File: src/rtl/reg_file_flags.sv
// reg_file_flags
//   Architectural register file and ALU status register for the 8-bit
//   datapath. Two combinational read ports with write-through bypass, one
//   synchronous write port, and a three-bit flag register {SCo, Zero, Par}
//   whose stored shift carry is fed back to the ALU.
//
// Ports
//   Clk       in   system clock, rising edge
//   Reset     in   synchronous active-high reset (clears array and flags)
//   RaddrA/B  in   read addresses, ports A and B
//   DatA/B    out  operands to ALU (combinational, bypassed from Wdat)
//   Wen       in   register write enable
//   Waddr     in   write address
//   Wdat      in   write data
//   FlagWen   in   flag register capture enable
//   ZeroIn    in   ALU Zero
//   ParIn     in   ALU Par
//   SCoIn     in   ALU shift carry-out
//   SC_IN     out  stored shift carry (registered, never bypassed)
//   ZeroQ     out  stored Zero flag
//   ParQ      out  stored Par flag
//
// Wdat reaches DatA/DatB combinationally, so whatever produces Wdat must not
// depend on DatA/DatB in the same cycle.

module reg_file_flags #(
  parameter int DW = 8,
  parameter int AW = 3
) (
  input  logic          Clk,
  input  logic          Reset,
  input  logic [AW-1:0] RaddrA,
  input  logic [AW-1:0] RaddrB,
  output logic [DW-1:0] DatA,
  output logic [DW-1:0] DatB,
  input  logic          Wen,
  input  logic [AW-1:0] Waddr,
  input  logic [DW-1:0] Wdat,
  input  logic          FlagWen,
  input  logic          ZeroIn,
  input  logic          ParIn,
  input  logic          SCoIn,
  output logic          SC_IN,
  output logic          ZeroQ,
  output logic          ParQ
);

  localparam int NREG = 1 << AW;

  logic [DW-1:0] regs [NREG];
  logic          sco_q;
  logic          zero_q;
  logic          par_q;

  logic          hit_a;
  logic          hit_b;

  // Register array. Reset wins over a concurrent write.
  always_ff @(posedge Clk) begin
    if (Reset) begin
      for (int i = 0; i < NREG; i++) begin
        regs[i] <= '0;
      end
    end else if (Wen) begin
      regs[Waddr] <= Wdat;
    end
  end

  // Flag register, independent of the array write enable.
  always_ff @(posedge Clk) begin
    if (Reset) begin
      sco_q  <= 1'b0;
      zero_q <= 1'b0;
      par_q  <= 1'b0;
    end else if (FlagWen) begin
      sco_q  <= SCoIn;
      zero_q <= ZeroIn;
      par_q  <= ParIn;
    end
  end

  // Write-through bypass: a register being written this cycle reads as the
  // incoming data, so back-to-back dependent instructions need no stall.
  assign hit_a = Wen && (Waddr == RaddrA);
  assign hit_b = Wen && (Waddr == RaddrB);

  assign DatA = hit_a ? Wdat : regs[RaddrA];
  assign DatB = hit_b ? Wdat : regs[RaddrB];

  // Shift carry goes back to the ALU only from the stored copy; bypassing
  // SCoIn would close a combinational loop through the ALU.
  assign SC_IN = sco_q;
  assign ZeroQ = zero_q;
  assign ParQ  = par_q;

endmodule

File: config.mk
export PLATFORM = sky130hd
export DESIGN_NAME = reg_file_flags
export DESIGN_NICKNAME = d
export VERILOG_FILES = /design/src/rtl/reg_file_flags.sv
export SDC_FILE = /design/constraint.sdc
export NUM_CORES = 1
export LEC_CHECK = 0
export CAP_MARGIN = 10
export CORE_MARGIN = 4
export CORE_UTILIZATION = 60
export DETAILED_ROUTE_END_ITERATION = 12
export DONT_BUFFER_PORTS = 1
export HOLD_SLACK_MARGIN = 0.02
export PLACE_DENSITY_LB_ADDON = 0.1
export SLEW_MARGIN = 20
export SYNTH_ARGS = -nofsm -noshare
export SYNTH_HDL_FRONTEND = slang
export SYNTH_SLANG_ARGS = --single-unit
File: constraint.sdc
create_clock -name Clk -period 3.3 [get_ports Clk]
set_input_delay 0.66 -clock Clk [delete_from_list [all_inputs] [get_ports Clk]]
set_output_delay 0.66 -clock Clk [all_outputs]
set_load 0.03 [all_outputs]
## Yosys cells after proc, flatten, opt, wreduce, memory -nomap -nowiden

Memory sizes are Yosys's and may differ from the RTL's.
Cells that the tools add are included.

| word-level totals | value |
|---|---|
| register bits after elaboration | 3 |
| latch bits | 0 |
| bits in writable memories | 64 |
| ROM bits | 0 |
| bits of input ports | 24 |
| output and inout port bits | 19 |
| word-level logic and storage cells | 19 |
| memories | 1 |

Memory list:

| memory | depth | bits a word | rd ports | clocked after Yosys merged registers in | wr ports | RTL line | source |
|---|---|---|---|---|---|---|---|
| regs | 8 | 8 | 2 | 0 | 8 | 50 | `logic [DW-1:0] regs [NREG];` |

| operators by class | value |
|---|---|
| add/subtract/negate cells | 0 |
| $mul | 0 |
| divide/modulo/power cells | 0 |
| $lt $le $gt $ge | 0 |
| equal/unequal tests | 2 |
| shift operators | 0 |
| muxes and demuxes | 10 |
| bitwise logic cells | 0 |
| reduce and logical (&&, ||, !) cells | 3 |

Operator list:

| kind | number |
|---|---|
| $mux 8 | 3 |
| $reduce_or 8->1 | 1 |
| $eq 3x3->1 | 2 |
| $mux 1 | 6 |
| $mux 3 | 1 |
| $logic_and 1x1->1 | 2 |

## Depth between registers and ports, before layout

Gate-level depths: netlist of run 1.

| logic depth | value |
|---|---|
| depth after elaboration | 5 |
| gate-level depth with buffers | 5 |
| depth with buffers taken out | 3 |

## Worst setup path before layout of run 1

Ideal clock, no wire load.

| timing | value |
|---|---|
| kind | input to output |
| start point | in RaddrB[1] |
| end point | out DatB[0] |
| arrival | 2190 ps |
| required time | 2640 ps |
| setup slack | 450 ps |
| stages on the path | 5 |
| buffers on the path | 2 |
| cells stage by stage | clkbuf_1 clkbuf_1 mux4_2 mux2_2 mux2_2 |

| on the way | value |
|---|---|
| word-level cells in the longest chain between the ends | 3 |
| elaborated cells on any way between the ends | 4 |
| classes of those cells | eq/ne (1); mux (1); reduce/logical (1); memory (1) |

RTL lines:

| what | RTL line | source |
|---|---|---|
| start, declared | 33 | `input logic [AW-1:0] RaddrB,` |
| parallel branches: the longest is 2 deep, another holds $mem_v2 8x8 | -- |  |
| $mux 8 * | 88 | `assign DatB = hit_b ? Wdat : regs[RaddrB];` |
| end, declared | 35 | `output logic [DW-1:0] DatB,` |

Mark *: on every way between the ends.

==> results of run 1 <==
==> per-layer routing <==
| metal | wire, microns | share of wire (%) | vias up | global-route usage, % |
|---|---|---|---|---|
| met1 | 3220 | 37 | 1109 | 30.8 |
| met4 | 170 | 2.0 | 0 | 9.75 |
| met5 | 0 | 0 | - | 0 |
| met2 | 4540 | 53 | 97 | 41.8 |
| li1 | - | - | 957 | - |
| met3 | 675 | 7.9 | 10 | 5.12 |
==> critical path, stage by stage, from the launching register on <==
cell and delay (ns):
edfxtp_1 0.40, mux4_1 0.54, mux2_2 0.30, mux2_2 0.36
==> flip-flops by register name, indices dropped and copies added, names as in the netlist <==
name / cells
regs: 64
ParQ: 1
SC_IN: 1
ZeroQ: 1
==> cell type report <==
type / instances / area [sq um] / area share, %
sequential: 67 / 1980 / 48.9
timing repair buffer: 7 / 52.6 / 1.30
clock buffer: 11 / 131 / 3.24
clock inverter: 4 / 18.8 / 0.463
multi-input combinational: 163 / 1780 / 43.8
tap: 75 / 93.8 / 2.31
==> cells in the final DEF, fill, tap and decap left out <==
| master | synthesis | layout |
|---|---|---|
| mux4_2 | 14 | 14 |
| clkinv_2 | 0 | 3 |
| nand2_1 | 1 | 1 |
| mux2_2 | 30 | 30 |
| mux2i_1 | 3 | 3 |
| nor3_1 | 2 | 2 |
| nand3b_1 | 1 | 1 |
| xnor2_1 | 6 | 6 |
| or3b_2 | 1 | 1 |
| clkbuf_8 | 0 | 9 |
| mux4_1 | 18 | 18 |
| nand2b_1 | 2 | 2 |
| buf_4 | 0 | 7 |
| or2_2 | 8 | 8 |
| dfxtp_1 | 3 | 3 |
| nor2_1 | 9 | 9 |
| clkbuf_1 | 6 | 2 |
| mux2_4 | 2 | 2 |
| nand4_1 | 2 | 2 |
| clkinv_1 | 0 | 1 |
| and2_1 | 64 | 64 |
| edfxtp_1 | 64 | 64 |
==> power by group through the flow <==
stage / logic (mW) / clock network (mW) / registers [mW]
after global routing: 0.292 / 0.599 / 1.02
after detailed placement: 0.279 / 0 / 1.03
after CTS: 0.281 / 0.554 / 1.01
after floorplan: 0.267 / 0 / 1.02
after global placement: 0.275 / 0 / 1.02
final: 0.279 / 0.554 / 1.01
==> worst max path at each step <==
stage / end / slack, ns / cells after the start
final: DatA[5] / 0.71 / 3
after global routing: DatA[2] / 0.66 / 3
after CTS: DatA[5] / 0.71 / 3
after detailed placement: DatA[3] / 0.74 / 3
after global placement: DatA[3] / 0.76 / 3
after floorplan: DatB[0] / 0.45 / 5
==> stage by stage <==
step                      std cells  power (mW)  worst slack (ns)  instance area, sq um
after floorplan                 243        1.29             0.450                  3870
after global placement          312        1.30             0.759                  3910
after detailed placement        312        1.31             0.740                  3910
final                           327        1.85             0.707                  4060
after global routing            327        1.91             0.660                  4060
after CTS                       327        1.85             0.712                  4060
==> logic make-up (layout without fill, tap and decap cells) <==
kind of cell	Yosys count	after routing	synth area share [%]
DFF	67	67	51.3
muxes	67	67	30.7
buffers and inverters	13	22	2.75
and+or+nand+nor	90	90	13.9
xor gates and xnor gates	6	6	1.36
==> out/metrics.cfg, run 1 <==
[status]
status=completed

[synth]
syn_area_per_cell_sq_um=15.9
async_flop_share_pct=0
synthesis.nets=267
ys_types=21
yosysSeqAreaShare_pct=51.3
synthTopCellsByArea=edfxtp_1, mux4_1, and2_1
syn_area_sq_mm=0.00387
synth.top_cell.area_share_pct=49.7
synth-warning-count=0
synthFlopType=edfxtp_1
yosysTopAreaCell=edfxtp_1
synth_commonest_cells=and2_1, edfxtp_1, mux2_2, mux4_1, mux4_2
synth_cells=243
synth_enable_flop_cells=64
ys_ff_latch=67

[sta]
hold_violations=0
fin_crit_ns=2.59
fin_hold_ws_ns=0.387
slew_headroom_pct=56.0
fin_setup_tns_ns=0
tightest_slew_ns=0.659
fmax_mhz=386
slew_viol_final=0
rsz0062_at_grt=no
skew_ns=0
fin_crit_sh_pct=78.6
setup_viol=0

[power]
comb_power_share_pct=15.1
power_density_mw_per_mm2=455
p_switching_mw=0.463
pwr-share-seq_pct=54.9
ir_worst_vdd_mv=0.296
clkPwrFrac_pct=30.0
p_sw_share_pct=25.1
p_int_mw=1.38
p_leak_nw=1.46

[detailed_routing]
ant_nets=0
vias=2173
routedWlPerCell_microns=26.3
wl_mm=8.60
drc=0
drtIter0Drc=165
via_per_inst=6.65
firstDrtPassIters=5

[clock_tree]
htree_levels=3
cts_buffer_depth=2
cts_resized=0
clock_latency_ns=0.34
root_buffer=clkbuf_8
numCtsBuffers=9
cts_tree=yes
path_clk_slew_ns=0.07
cts_setup_buffers=0
holdBufCountCts=0
cts.sinks=67

[finish]
layout-drive-gt1-share_pct=29.4
fin_util_pct=66.5
antennaDiodeCount=0
area_growth_pct=4.92
fillCellCount=434
final_nets=272

[global_routing]
grt.total_usage_pct=24.5
overflow=0
grt_pass1_vias=2344
antenna_found_initial=0
grt_pass1_wl_mm=13.2
grt_max_degree=18

[worst_hold_path]
hp-start=Reset
whs_path_depth=1
hp-class=primary input to flop
min_to=ParQ

[die]
rows=28
start_util_pct=63.4
die_area_sq_mm=0.00779
ioPinCount=43
core_sq_mm=0.00610
fp.dieH_microns=88.3
die_w_microns=88.3

[setup_path]
r2r.worst_path.cells=2
arrival_ns=1.93
r2r_end=SC_IN
r2r_slack_ns=2.48
reg2reg_from=SC_IN
cp-startpoint=regs[1][5]
critPathCaptureType=output pin
cp_max_fo=2
worstSetupStartpointType=flop
path_class=flop to output pin
required_ns=2.64

[run]
maxCapViolCount=0

[placement]
place.gp.congestion=0.803
port_buffers=0
dpl.hpwl_mm=5.99

(Power assumes the default switching activity.)
==> run 2, diff against run 1 <==
clock period = 2.4 ns   (was 3.3 ns; I/O delays follow)
==> run 2 against run 1 <==
  * Global-route usage up 0.34 points
  * Clock-buffer cell count is the same
  * Non-clock buffer count rose by 3
  * Final cell count increased by 0.92%
  * Sequential cell count is the same
  * First-iteration DRC count shrank 19%
  * Critical path type unchanged
==> out/metrics.cfg, run 2 (synthesis results as in run 1) <==
[setup_path]
path_class=flop to output pin
path_delay_family=multiplexers
arrival_ns=1.87  ; -0.06 ns
required_ns=1.92  ; -0.72 ns
slowest_stage=mux4_1
cp_num_buf_inv=0  ; unchanged
critPathCaptureType=output pin
cp_max_fo=2  ; unchanged
worstSetupStartpointType=flop
crit_chain=mux4_1 > mux2_2 > mux2_4
cpPeakStageDelay_ns=0.52  ; -0.02 ns

[sta]
fin_crit_ns=2.35
setup_viol=0  ; unchanged
fin_crit_sh_pct=97.9
slew_viol_final=0  ; unchanged
rsz0062_at_grt=yes
slew_headroom_pct=67.6  ; +12 points
skew_ns=0  ; unchanged
tightest_slew_ns=0.485  ; -0.174 ns
fmax_mhz=426
hold_violations=0  ; unchanged
worst_slack_ns=0.0516  ; -0.656 ns

[detailed_routing]
routedWlPerCell_microns=26.7  ; +1.6%
drc=0  ; unchanged
drtIter0Drc=134  ; -19%
via_per_inst=6.59  ; -0.86%
ant_nets=0  ; unchanged
wl_mm=8.82  ; +2.6%
firstDrtPassIters=4  ; -1
vias=2174  ; +0.046%

[finish]
most-common-layout-cells=and2_1, edfxtp_1, mux4_2
area_growth_pct=6.89
final_nets=275  ; +1.1%
antennaDiodeCount=0  ; unchanged
top_register=regs
fin_area_sq_mm=0.00413  ; +1.9%
largest_register_ff_count=64  ; unchanged
layout-drive-gt1-share_pct=32.2  ; +2.8 points

[placement]
port_buffers=0  ; unchanged
place_area_sq_mm=0.00393  ; +0.58%
place.gp.congestion=0.815  ; +1.4%
pre_cts_slack_ns=0.225  ; -0.515 ns
dpl.hpwl_mm=6.19  ; +3.5%

[global_routing]
grt_pass1_wl_mm=13.3  ; +0.73%
antenna_found_initial=0  ; unchanged
grt.total_usage_pct=24.8  ; +0.34 points
grt_pass1_vias=2302  ; -1.8%
grt_max_degree=18  ; unchanged
overflow=0  ; unchanged

[status]
status=completed

[die]
start_util_pct=63.4  ; unchanged
ioPinCount=43  ; unchanged
fp.dieH_microns=88.3  ; unchanged
core_sq_mm=0.00610  ; unchanged
rows=28  ; unchanged
die_area_sq_mm=0.00779  ; unchanged
die_w_microns=88.3  ; unchanged

[clock_tree]
cts_setup_buffers=0  ; unchanged
clock_latency_ns=0.34  ; about the same
path_clk_slew_ns=0.07  ; about the same
numCtsBuffers=9  ; unchanged
cts_buffer_depth=2  ; unchanged
holdBufCountCts=0  ; unchanged
root_buffer=clkbuf_8
cts.sinks=67  ; unchanged
cts_tree=yes
htree_levels=3  ; unchanged

[run]
maxCapViolCount=0  ; unchanged

[power]
power_density_mw_per_mm2=648  ; +42%
ir_worst_vdd_mv=0.371  ; +25%
p_leak_nw=1.52  ; +4.7%

[worst_hold_path]
hp-class=primary input to flop

run 2: cell count changes in the layout (fill, tap and decap cells not counted), sizes merged:
cell,change
bufinv,+1
clkinv,-1
buf,+3
run 2: area by class of cell:
type	count	area [sq um]
repair buffers	10	75.1
well taps	75	93.8
clock inverters	4	42.5
multi-input cells	163	1810
clock buffers	11	131
fillers	430	1960
flip-flops and latches	67	1980
run 2: report_power, final:
part / switching (mW) / internal [mW] / total (mW)
clock network: 0.404 / 0.466 / 0.871
registers: 0.0456 / 1.35 / 1.40
logic: 0.195 / 0.214 / 0.409
total: 0.645 / 2.03 / 2.68
run 2: worst reg2reg max path: stages (launching register included):
cell and delay [ns]:
dfxtp_1 0.52, mux2i_1 0.12, nor2_1 0.10
run 2: per-layer routing:
metal	routed length, microns	global-route usage [%]
met1	3230	27.7
met2	4670	44.2
met3	630	5.96
met4	286	12.8
met5	0	0
run 2: final timing paths:
| path | slack [ns] | from | depth (start not counted) | end |
|---|---|---|---|---|
| worst max register to register | 1.60 | ParQ | 2 | ParQ |
| worst min register to register | 0.66 | ZeroQ | 2 | ZeroQ |
| worst max-delay path | 0.05 | regs[2][5] | 3 | DatA[5] |
| worst min-delay path | 0.21 | Reset | 1 | SC_IN |
run 2: repair_timing:
item                                   in CTS  in global routing
resized for setup                           3                 17
endpoints found under the hold margin       0                  0
setup endpoints to repair                   3                 14
run 2: metrics by stage:
stage	util [%]	hold slack (ns)	total power [mW]	setup TNS [ns]	instances
floorplan	-	0.627	1.77	0	243
global placement	64.4	0.555	1.79	0	315
detailed placement	64.4	0.559	1.81	0	315
CTS	67.5	0.189	2.66	0	330
global route	67.8	0.181	2.77	-0.0130	330
finish	67.8	0.206	2.68	0	330
